[src/rtl/ht_cmd_arbiter.sv]
// Round-robin arbiter for the hash table command port. Tags each issued command so its
// result returns to the right requester, and serialises OP_INIT behind a drained pipe.

package ht_pkg;
   typedef enum logic [1:0] {
      OP_SEARCH = 2'd0,
      OP_INSERT = 2'd1,
      OP_DELETE = 2'd2,
      OP_INIT   = 2'd3
   } ht_op_e;

   typedef struct packed {
      ht_op_e      op;
      logic [15:0] key;
      logic [15:0] value;
   } ht_command_t;

   typedef struct packed {
      ht_command_t cmd;
      logic        hit;
      logic [15:0] value;
   } ht_result_t;
endpackage

module ht_cmd_arbiter
   import ht_pkg::*;
#(
   parameter int N_REQ     = 4,
   parameter int TAG_DEPTH = 16
) (
   input  logic                          clk_i,
   input  logic                          rst_n_i,
   input  ht_command_t [N_REQ-1:0]       req_cmd_i,
   input  logic [N_REQ-1:0]              req_valid_i,
   output logic [N_REQ-1:0]              req_ready_o,
   output ht_command_t                   ht_cmd_o,
   output logic                          ht_cmd_valid_o,
   input  logic                          ht_cmd_ready_i,
   input  ht_result_t                    ht_result_i,
   input  logic                          ht_result_valid_i,
   output ht_result_t                    res_o,
   output logic [N_REQ-1:0]              res_valid_o,
   output logic [$clog2(TAG_DEPTH):0]    in_flight_o,
   output logic                          err_o
);

   localparam int IW = (N_REQ > 1) ? $clog2(N_REQ) : 1;
   localparam int AW = $clog2(TAG_DEPTH);
   localparam int CW = AW + 1;

   typedef struct packed {
      logic [IW-1:0] id;
      logic          is_init;
   } tag_t;

   typedef enum logic [1:0] {
      RUN       = 2'd0,
      DRAIN     = 2'd1,
      INIT_WAIT = 2'd2
   } state_e;

   state_e            state_q, state_d;
   logic [IW-1:0]     rr_q, rr_d;
   logic [IW-1:0]     lock_q, lock_d;
   ht_command_t       cmd_q;
   logic              cmd_vld_q;
   logic [CW-1:0]     wr_ptr_q, rd_ptr_q;
   tag_t              tag_mem [TAG_DEPTH];
   ht_result_t        res_q;
   logic [N_REQ-1:0]  res_vld_q, res_vld_d;
   logic              err_q;

   logic [CW-1:0]     count;
   logic              fifo_empty, pop, full_blk, slot_free, pipe_busy;
   tag_t              head;
   logic [N_REQ-1:0]  hi_req, pick, rdy_d;
   logic [IW-1:0]     arb_id, sel;
   logic              arb_vld, grant, sel_init;

   assign count      = wr_ptr_q - rd_ptr_q;
   assign fifo_empty = (count == '0);
   assign head       = tag_mem[rd_ptr_q[AW-1:0]];
   assign pop        = ht_result_valid_i & ~fifo_empty;
   // A same-cycle pop frees the slot the new push needs, so a full FIFO can still accept.
   assign full_blk   = (count == CW'(TAG_DEPTH)) & ~pop;
   assign slot_free  = ~cmd_vld_q | ht_cmd_ready_i;
   assign pipe_busy  = ~fifo_empty | cmd_vld_q;

   // Requesters above the last grant win first; otherwise wrap to the lowest index.
   always_comb begin
      hi_req = '0;
      for (int i = 0; i < N_REQ; i++)
         hi_req[i] = req_valid_i[i] & (IW'(i) > rr_q);
      pick    = (|hi_req) ? hi_req : req_valid_i;
      arb_vld = |req_valid_i;
      arb_id  = '0;
      for (int i = N_REQ - 1; i >= 0; i--)
         if (pick[i]) arb_id = IW'(i);
   end

   always_comb begin
      state_d  = state_q;
      lock_d   = lock_q;
      grant    = 1'b0;
      sel      = arb_id;
      case (state_q)
         RUN: begin
            if (arb_vld) begin
               if (req_cmd_i[arb_id].op == OP_INIT) begin
                  if (pipe_busy) begin
                     state_d = DRAIN;
                     lock_d  = arb_id;
                  end else if (!full_blk) begin
                     grant   = 1'b1;
                     state_d = INIT_WAIT;
                  end
               end else if (slot_free && !full_blk) begin
                  grant = 1'b1;
               end
            end
         end
         DRAIN: begin
            sel = lock_q;
            if (req_valid_i[lock_q] && !pipe_busy && !pop) begin
               grant   = 1'b1;
               state_d = INIT_WAIT;
            end
         end
         INIT_WAIT: begin
            if (pop && head.is_init) state_d = RUN;
         end
         default: state_d = RUN;
      endcase
   end

   assign sel_init = (req_cmd_i[sel].op == OP_INIT);
   assign rr_d     = grant ? sel : rr_q;

   always_comb begin
      rdy_d = '0;
      if (grant) rdy_d[sel] = 1'b1;
      res_vld_d = '0;
      if (pop) res_vld_d[head.id] = 1'b1;
   end

   always_ff @(posedge clk_i or negedge rst_n_i) begin
      if (!rst_n_i) begin
         state_q   <= RUN;
         rr_q      <= IW'(N_REQ - 1);
         lock_q    <= '0;
         cmd_q     <= '0;
         cmd_vld_q <= 1'b0;
         wr_ptr_q  <= '0;
         rd_ptr_q  <= '0;
         res_q     <= '0;
         res_vld_q <= '0;
         err_q     <= 1'b0;
      end else begin
         state_q   <= state_d;
         rr_q      <= rr_d;
         lock_q    <= lock_d;
         if (grant) begin
            cmd_q     <= req_cmd_i[sel];
            cmd_vld_q <= 1'b1;
         end else if (ht_cmd_ready_i) begin
            cmd_vld_q <= 1'b0;
         end
         if (grant) wr_ptr_q <= wr_ptr_q + CW'(1);
         if (pop)   rd_ptr_q <= rd_ptr_q + CW'(1);
         if (ht_result_valid_i) res_q <= ht_result_i;
         res_vld_q <= res_vld_d;
         if (ht_result_valid_i && fifo_empty) err_q <= 1'b1;
      end
   end

   always_ff @(posedge clk_i) begin
      if (grant) tag_mem[wr_ptr_q[AW-1:0]] <= '{id: sel, is_init: sel_init};
   end

   // Ready is gated by reset so every output reads 0 while reset is held.
   assign req_ready_o    = rdy_d & {N_REQ{rst_n_i}};
   assign ht_cmd_o       = cmd_q;
   assign ht_cmd_valid_o = cmd_vld_q;
   assign res_o          = res_q;
   assign res_valid_o    = res_vld_q;
   assign in_flight_o    = count;
   assign err_o          = err_q;

endmodule

[config.mk]
export PLATFORM = sky130hd
export DESIGN_NAME = ht_cmd_arbiter
export DESIGN_NICKNAME = d
export VERILOG_FILES = /design/src/rtl/ht_cmd_arbiter.sv
export SDC_FILE = /design/constraint.sdc
export NUM_CORES = 1
export LEC_CHECK = 0
export ABC_AREA = 0
export BUFFER_PORTS_ARGS = -buffer_cell sky130_fd_sc_hd__buf_2
export CAP_MARGIN = 0
export CORE_MARGIN = 1
export CORE_UTILIZATION = 53
export CTS_CLUSTER_DIAMETER = 60
export CTS_CLUSTER_SIZE = 30
export DETAILED_ROUTE_END_ITERATION = 12
export PLACE_DENSITY = 0.92
export REMOVE_ABC_BUFFERS = 1
export SLEW_MARGIN = 0
export SYNTH_ARGS = -nofsm -noshare
export SYNTH_HDL_FRONTEND = slang
export SYNTH_SLANG_ARGS = --single-unit
[constraint.sdc]
create_clock -name clk_i -period 11.07 [get_ports clk_i]
set_input_delay 1.107 -clock clk_i [delete_from_list [all_inputs] [get_ports clk_i]]
set_output_delay 1.107 -clock clk_i [all_outputs]
set_load 0.01 [all_outputs]
==> results.cfg, run 1 <==
[routing]
wl_per_cell_um = 19.1
vias_per_cell = 5.68
vias = 6188
drc = 0
wirelength_um = 20800
dr.pass1.iters = 8
ant_nets = 0
first_iter_violations = 527

[global_route]
antenna_found_initial = 0
overflow = 0
grt_pass1_wl_um = 32100
grt_max_degree = 87
grtUsageTotal_pct = 28.9
grt_pass1_vias = 6153

[sta]
rsz0062_at_grt = no
tightest_slew_ns = 1.04
finClkSkew_ns = 0.00832
max_freq_mhz = 180
period_minus_slack_ns = 5.55
slew_headroom_pct = 30.4
min_period_over_period_pct = 50.1
fin_setup_tns_ns = 0
whs_ns = 0.482
final-setup-viol-count = 0
hold_viol = 0
drv_slew = 0

[cts]
clockBufferDepth = 2
cts_buffers = 17
cts_setup_buffers = 0
cts_tree = yes
postCtsResizedCells = 0
cts_hold_buf = 0
htreeDepth = 4
cts.sinks = 155
clk_pin_slew_ns = 0.06
cts_root_buf = clkbuf_16
clk_latency_ns = 0.43

[logic_synthesis]
synth_top_area_share_pct = 34.5
ys_top_cells_by_area = dfrtp_1 (35%), edfxtp_1 (19%), mux2_2 (12%)
synthCells = 619
synth_top_area_cell = dfrtp_1
synthArstFlopShare_pct = 69.0
yosys_warnings = 0
synth_ff_type = dfrtp_1
synth.cell_area_um2 = 7610
synth_edf_count = 48
seq_area_frac_synth_pct = 54.1
synth_cell_types = 55
syn_avg_cell_area_um2 = 12.3
ys_ff_latch = 155

[flow_run]
cap_violations = 0

[worst_setup_path]
critPathKind = reg -> out
r2r_start = rd_ptr_q[0]$_DFFE_PN0P_
r2r.worst_path.cells = 10
startpoint_type = register
critPathCaptureType = primary output
required_ns = 9.96
cp_max_fo = 19
critPathArrivalTime_ns = 4.44
crit_start = rd_ptr_q[0]$_DFFE_PN0P_

[finish]
final_common_cell = buf_2
drive_gt1_share_pct = 49.6
finalInstanceArea_um2 = 9800
postLayoutCoreUtil_pct = 70.4
nNetsFinal = 1101
diodes = 0
area_delta_synth_final_pct = 28.8
final_cell_mix = buf_2 (293), dfrtp_1 (105), nand2_1 (102), mux2_2 (84), edfxtp_1 (48)
instances_no_fill = 1089

[power_and_ir_drop]
seq_power_share_pct = 32.2
p_clk_share_pct = 22.1
power_leakage_nw = 4.40
intPower_mw = 1.71
power.density_nw_per_um2 = 289
swShare_pct = 39.6
pwr-share-comb_pct = 45.7
p_sw_mw = 1.12
vdd_drop_max_mv = 0.196

[place]
dp_hpwl_um = 14400
numPortBuffers = 294
placed_cells = 1057
gp_congestion = 0.833
dpl_cell_area_um2 = 9150

[floorplanning]
start_util_pct = 54.6
io_pins = 295
fp.coreArea_um2 = 13900
dieArea_um2 = 14800
fp.dieH_um = 122
rows = 43
dieWidth_um = 122

[worst_hold_path]
hold_depth = 1
min_from = ht_cmd_o[29]$_DFFE_PN0P_
hp-class = reg -> reg

[outcome]
status = complete, no violations
-- power by group through the flow --
| stage | logic (mW) | registers (mW) | clock network (mW) |
|---|---|---|---|
| final | 1.29 | 0.911 | 0.626 |
| after CTS | 1.30 | 0.909 | 0.633 |
| after floorplan | 0.823 | 0.935 | 0 |
| after global placement | 1.23 | 0.905 | 0 |
| after global routing | 1.42 | 0.932 | 0.654 |
| after detailed placement | 1.28 | 0.914 | 0 |
-- synth_stat cells (all sizes together) (4+ instances only) --
cell,instances
o21ai,9
nor3,10
mux2,90
mux2i,4
nand3,8
xnor2,7
nor2b,4
ha,9
nand2,103
and2,33
buf,9
a21oi,7
clkbuf,32
nor3b,5
a31oi,33
nand2b,4
dfrtp,105
xor2,5
nor2,10
edfxtp,48
inv,10
mux4,14
a211oi,33
-- sequential cells by signal, summed over array words and instances, names as in the netlist --
register and flops:
err_o 1, ht_cmd_o 34, ht_cmd_valid_o 1, lock_q 2
rd_ptr_q 5, res_o 51, res_valid_o 4, rr_q 2
state_q 2, tag_mem 48, wr_ptr_q 5
-- metrics by stage --
stage          power [mW]  setup slack, ns
2_1_floorplan        1.76             5.92
3_3_place_gp         2.14             6.31
3_5_place_dp         2.19             6.12
4_1_cts              2.84             5.55
5_1_grt              3.01             5.28
6_report             2.83             5.52
-- path summary, 6_finish.rpt --
kind | slack [ns] | end
max | 5.52 | req_ready_o[3]
min | 0.48 | ht_cmd_o[29]$_DFFE_PN0P_
max reg2reg | 6.29 | tag_mem[11][1]$_DFFE_PP_
min reg2reg | 0.48 | ht_cmd_o[29]$_DFFE_PN0P_
max in group asynchronous | 9.16 | ht_cmd_o[30]$_DFFE_PN0P_
min in group asynchronous | 0.71 | rd_ptr_q[3]$_DFFE_PN0P_
-- logic make-up (layout without fill, tap and decap cells) --
group                      after synthesis  count (layout)  synth area share [%]
and+or+nand+nor                        191             191                  12.8
DFF                                    155             155                  54.1
adders and majority gates               10              10                  1.74
AOI/OAI and AO/OA                       92              92                  8.71
muxes                                  108             108                  18.1
xor gates and xnor gates                12              12                  1.38
buffers and inverters                   51             341                  3.07
-- final cells by class --
cell class / instances / area [um2]
flip-flops and latches: 155 / 4120
multi-input cells: 413 / 3260
clock inverters: 10 / 124
fillers: 921 / 4130
clock buffers: 22 / 528
well taps: 180 / 225
inverters: 10 / 37.5
repair buffers: 299 / 1510
-- layer usage --
layer	track usage, %	vias up	wire length [um]
met5	0	-	0
met4	16.4	0	980
met3	7.72	80	1490
met2	48.5	332	10800
met1	33.4	2984	7560
li1	-	2792	-
-- worst max-delay path, cell delays in order (launching register included) --
cell	delay, ns
dfrtp_1	0.96
ha_1	0.31
inv_1	0.07
fa_1	0.43
xor2_1	0.23
nor3_2	0.19
or4b_4	0.56
a2111oi_4	0.46
a31oi_4	0.11
and2_4	0.33
nor3b_1	0.21
buf_2	0.16
No activity file was read; power rests on OpenSTA's default activity.
==> run 2: changes to the inputs <==
--- a/config.mk
+++ b/config.mk
@@ -9,11 +9,11 @@
 export BUFFER_PORTS_ARGS = -buffer_cell sky130_fd_sc_hd__buf_2
 export CAP_MARGIN = 0
 export CORE_MARGIN = 1
-export CORE_UTILIZATION = 53
+export CORE_UTILIZATION = 45
 export CTS_CLUSTER_DIAMETER = 60
 export CTS_CLUSTER_SIZE = 30
 export DETAILED_ROUTE_END_ITERATION = 12
-export PLACE_DENSITY = 0.92
+export PLACE_DENSITY = 0.84
 export REMOVE_ABC_BUFFERS = 1
 export SLEW_MARGIN = 0
 export SYNTH_ARGS = -nofsm -noshare
==> constraint.sdc (replaced) <==
create_clock -name clk_i -period 5.1 [get_ports clk_i]
set_input_delay 0.51 -clock clk_i [delete_from_list [all_inputs] [get_ports clk_i]]
set_output_delay 0.51 -clock clk_i [all_outputs]
set_load 0.01 [all_outputs]
==> run 2 against run 1 <==
Cell area increased by 0.59%. Global-route usage decreased by 6.0 points. Via count shrank 3.9%. Clock skew up 0.0099 ns. Worst setup slack worse by 4.9 ns. Sequential power up 110%. Clock power is 110% higher. Clock-buffer cell count did not move. Core utilization down 11 points. Register-to-register slack worse by 5.4 ns. First-iteration DRC count fell by 41%. Total power grew 110%. Largest power group unchanged. Highest routed layer unchanged.
==> results.cfg, run 2 (synthesis gave the netlist of run 1 again) <==
[outcome]
status = complete, no violations

[place]
gp_congestion = 0.807
numPortBuffers = 294
place_ws_ns = 0.992
dp_hpwl_um = 14200
dpl_cell_area_um2 = 9230

[floorplanning]
rows = 47
fp.coreArea_um2 = 16500
start_util_pct = 46.1
fp.dieH_um = 132
dieWidth_um = 132
io_pins = 295
dieArea_um2 = 17400

[worst_setup_path]
r2r.worst_path.cells = 9
startpoint_type = register
reg2reg_to = tag_mem[0][0]$_DFFE_PP_
critPathArrivalTime_ns = 3.93
r2r_start = rd_ptr_q[1]$_DFFE_PN0P_
critPathKind = reg -> out
required_ns = 4.59
critPathCaptureType = primary output
cp_max_fo = 19
r2r_slack_ns = 0.94

[power_and_ir_drop]
intPower_mw = 3.69
power.density_nw_per_um2 = 616
p_clk_share_pct = 21.7
p_sw_mw = 2.38
seq_power_share_pct = 31.9
pwr-share-comb_pct = 46.4
power_leakage_nw = 4.40
vdd_drop_max_mv = 0.445
p_total_mw = 6.07
swShare_pct = 39.2

[global_route]
grtUsageTotal_pct = 22.9
overflow = 0
grt_pass1_wl_um = 31000
grt_pass1_vias = 5965
antenna_found_initial = 3
grt_max_degree = 70

[finish]
area_delta_synth_final_pct = 29.6
drive_gt1_share_pct = 49.8
final_cell_mix = buf_2 (293), dfrtp_1 (105), nand2_1 (102), mux2_2 (84), edfxtp_1 (48)
nNetsFinal = 1104
fill_cells = 1320
finalInstanceArea_um2 = 9860
largest_reg_flops = 51
final_common_cell = buf_2

[cts]
clk_latency_ns = 0.43
cts_tree = yes
clk_pin_slew_ns = 0.06
clockBufferDepth = 2
postCtsResizedCells = 0
cts_hold_buf = 0
cts_setup_buffers = 0
htreeDepth = 4
cts.sinks = 155
cts_buffers = 17
cts_root_buf = clkbuf_16

[sta]
whs_ns = 0.103
finClkSkew_ns = 0.0182
hold_viol = 0
max_freq_mhz = 225
setup_slack_ns = 0.658
fin_setup_tns_ns = 0
tightest_slew_ns = 0.904
slew_headroom_pct = 39.6
drv_slew = 0
rsz0062_at_grt = no
period_minus_slack_ns = 4.44
final-setup-viol-count = 0
min_period_over_period_pct = 87.1

[routing]
dr.pass1.iters = 4
drc = 0
vias_per_cell = 5.24
ant_nets = 0
wirelength_um = 19300
wl_per_cell_um = 17.0
vias = 5949
first_iter_violations = 309

[flow_run]
cap_violations = 0

[worst_hold_path]
hp-class = in -> async
## run 2: cell types whose count changed in the layout (fill, tap and decap cells not counted)
cell | previous run | this run
diode_2 | 0 | 3
buf_4 | 6 | 9
clkinvlp_4 | 1 | 2
clkinv_4 | 3 | 4
clkbuf_4 | 0 | 1
clkinv_2 | 2 | 0
clkbuf_16 | 20 | 18
clkbuf_8 | 2 | 3
## run 2: layout make-up
| class | count | area, um2 | area share [%] |
|---|---|---|---|
| repair buffers | 302 | 1530 | 15.6 |
| inverters | 10 | 37.5 | 0.381 |
| multi-input cells | 413 | 3260 | 33.0 |
| well taps | 220 | 275 | 2.79 |
| clock inverters | 10 | 130 | 1.32 |
| flip-flops and latches | 155 | 4120 | 41.8 |
| clock buffers | 22 | 499 | 5.06 |
| diodes | 3 | 7.51 | 0.0761 |
## run 2: critical path: stages, from the launching register on
cell      delay [ns]
dfrtp_1         0.64
inv_1           0.22
fa_1            0.49
xor2_1          0.21
nor3_2          0.15
or4b_4          0.54
a211oi_4        0.36
a31oi_4         0.17
and2_4          0.31
nor3b_1         0.24
buf_2           0.17
## run 2: per-layer routing
layer	GRT usage [%]	part of all wire, %	vias to the layer above
li1	-	-	2797
met1	28.4	41	2915
met2	38.9	52	215
met3	5.92	5.7	22
met4	7.56	1.7	0
met5	0	0	-
## run 2: worst max path at each step
stage	cells past startpoint	from	slack (ns)	to
finish	10	rd_ptr_q[1]$_DFFE_PN0P_	0.66	req_ready_o[3]
floorplan	8	req_valid_i[1]	0.96	ht_cmd_o[26]$_DFFE_PN0P_
detailed placement	10	rd_ptr_q[1]$_DFFE_PN0P_	0.99	ht_cmd_o[18]$_DFFE_PN0P_
global route	10	rd_ptr_q[1]$_DFFE_PN0P_	0.45	req_ready_o[3]
CTS	10	rd_ptr_q[1]$_DFFE_PN0P_	0.71	req_ready_o[3]
global placement	10	rd_ptr_q[1]$_DFFE_PN0P_	1.12	ht_cmd_o[12]$_DFFE_PN0P_
## run 2: through the flow
step / utilization, % / std cells
3_5_place_dp: 55.8 / 1100
2_1_floorplan: - / 578
5_1_grt: 59.7 / 1135
6_report: 59.7 / 1135
4_1_cts: 59.6 / 1132
3_3_place_gp: 55.8 / 1100
## run 2: power groups by stage
stage	clock network, mW	logic, mW	registers, mW
after detailed placement	0	2.82	1.95
after floorplan	0	1.79	2.03
after CTS	1.34	2.83	1.93
after global routing	1.39	3.10	1.97
after global placement	0	2.76	1.94
final	1.32	2.82	1.94
==> run 3: changes to the inputs <==
--- a/config.mk
+++ b/config.mk
@@ -6,7 +6,7 @@
 export NUM_CORES = 1
 export LEC_CHECK = 0
 export ABC_AREA = 0
-export BUFFER_PORTS_ARGS = -buffer_cell sky130_fd_sc_hd__buf_2
+export BUFFER_PORTS_ARGS = -buffer_cell sky130_fd_sc_hd__buf_4
 export CAP_MARGIN = 0
 export CORE_MARGIN = 1
 export CORE_UTILIZATION = 45
==> run 3 against run 2 <==
Non-clock buffer count down 1. Sequential share of layout area down 2.6 points. Sequential power about the same. Worst hold slack worse by 0.042 ns. Combinational power up 7.4%. Clock-buffer cell count unchanged. Critical endpoint unchanged.
==> results.cfg, run 3 (synthesis gave the netlist of run 1 again) <==
[worst_hold_path]
hp-class = in -> async

[routing]
drc = 0
first_iter_violations = 368
wirelength_um = 20400
wl_per_cell_um = 18.1
vias_per_cell = 5.28
ant_nets = 0
vias = 5970
dr.pass1.iters = 5

[global_route]
grt_pass1_wl_um = 32600
grtUsageTotal_pct = 24.1
overflow = 0
grt_max_degree = 70
grt_pass1_vias = 6266
antenna_found_initial = 0

[worst_setup_path]
crit_top_cell = buf_4
cp.depth = 12
critical_path.max_stage_delay_ns = 0.54
cp_top_family = simple AND/OR/NAND/NOR gates
required_ns = 4.59
startpoint_type = register
cp-endpoint = req_ready_o[3]
critPathArrivalTime_ns = 3.86
critPathBufInv = 3
critPathCaptureType = primary output
cp_max_fo = 19
cp_cell_sequence = buf_4 > ha_1 > inv_1 > fa_1 > xor2_1 > nor3_2 > or4b_4 > a211oi_4 > a31oi_4 > and2_4 > nor3b_1 > buf_4
reg2reg_to = ht_cmd_o[26]$_DFFE_PN0P_
critPathKind = reg -> out
r2r.worst_path.cells = 12
r2r_slack_ns = 0.99
crit_start = rd_ptr_q[0]$_DFFE_PN0P_
slowest_stage = or4b_4
r2r_start = rd_ptr_q[0]$_DFFE_PN0P_

[floorplanning]
fp.dieH_um = 132
fp.coreArea_um2 = 16500
dieArea_um2 = 17400
start_util_pct = 46.1
io_pins = 295
dieWidth_um = 132
rows = 47

[sta]
hold_viol = 0
tightest_slew_ns = 0.983
period_minus_slack_ns = 4.37
slew_headroom_pct = 34.2
finClkSkew_ns = 0.0109
min_period_over_period_pct = 85.7
fin_setup_tns_ns = 0
drv_slew = 0
final-setup-viol-count = 0
rsz0062_at_grt = no
max_freq_mhz = 229

[flow_run]
cap_violations = 0

[power_and_ir_drop]
vdd_drop_max_mv = 0.353
pwr-share-comb_pct = 49.1
p_sw_mw = 2.40
intPower_mw = 3.76
power.density_nw_per_um2 = 586
power_leakage_nw = 4.61
p_clk_share_pct = 19.5
seq_power_share_pct = 31.4
swShare_pct = 39.0

[cts]
cts.sinks = 155
clockBufferDepth = 2
cts_tree = yes
cts_buffers = 17
cts_hold_buf = 0
cts_setup_buffers = 0
clk_pin_slew_ns = 0.06
htreeDepth = 4
postCtsResizedCells = 0
cts_root_buf = clkbuf_16
clk_latency_ns = 0.43

[finish]
drive_gt1_share_pct = 49.6
largest_reg_flops = 51
finalInstanceArea_um2 = 10500
nNetsFinal = 1103
final_cell_mix = buf_4 (301), dfrtp_1 (105), nand2_1 (102), mux2_2 (84), edfxtp_1 (48)
diodes = 0
area_delta_synth_final_pct = 38.2
final_common_cell = buf_4
instances_no_fill = 1131

[outcome]
status = complete, no violations

[place]
dp_hpwl_um = 14800
dpl_cell_area_um2 = 9950
gp_congestion = 0.824
numPortBuffers = 294
placed_cells = 1099
==> run 3: cell count changes in the layout (fill, tap and decap cells not counted), moves of 3 or more <==
cell      delta
buf_2      -293
buf_4      +292
clkinv_2     +5
clkinv_4     -4
diode_2      -3
==> run 3: metrics by stage <==
stage / utilization (%) / hold slack, ns / power, mW / setup WS (ns)
2_1_floorplan: - / 0.214 / 3.81 / 0.964
3_3_place_gp: 60.2 / 0.443 / 4.92 / 1.09
3_5_place_dp: 60.2 / 0.465 / 4.99 / 0.999
4_1_cts: 63.7 / 0.0739 / 6.20 / 0.711
5_1_grt: 63.7 / 0.0857 / 6.55 / 0.515
6_report: 63.7 / 0.0610 / 6.16 / 0.727
==> run 3: power by group through the flow <==
| stage | logic [mW] | clock network (mW) | registers [mW] |
|---|---|---|---|
| 5_1_grt | 3.31 | 1.27 | 1.97 |
| 6_report | 3.03 | 1.20 | 1.94 |
| 2_1_floorplan | 1.79 | 0 | 2.03 |
| 3_5_place_dp | 3.04 | 0 | 1.95 |
| 4_1_cts | 3.05 | 1.22 | 1.93 |
| 3_3_place_gp | 2.98 | 0 | 1.94 |
==> run 3: worst min path at each step <==
stage | end | slack (ns)
after floorplan | err_o$_DFFE_PN0P_ | 0.21
after global placement | err_o$_DFFE_PN0P_ | 0.44
after detailed placement | err_o$_DFFE_PN0P_ | 0.46
after CTS | res_o[12]$_DFFE_PN0P_ | 0.07
after global routing | res_o[12]$_DFFE_PN0P_ | 0.09
final | res_o[12]$_DFFE_PN0P_ | 0.06
==> run 3: area by class of cell <==
type	count	area, um2
Clock buffer	22	507
Clock inverter	10	61.3
Fill cell	1257	6010
Inverter	10	37.5
Multi-Input combinational cell	413	3260
Sequential cell	155	4120
Tap cell	220	275
Timing Repair Buffer	301	2260
==> run 3: per-layer routing <==
layer	routed length [um]	share of wire, %	global-route usage [%]
met2	10400	51	41.1
met4	655	3.2	9.75
met5	0	0	0
met3	1230	6.0	7.23
met1	8150	40	28.6
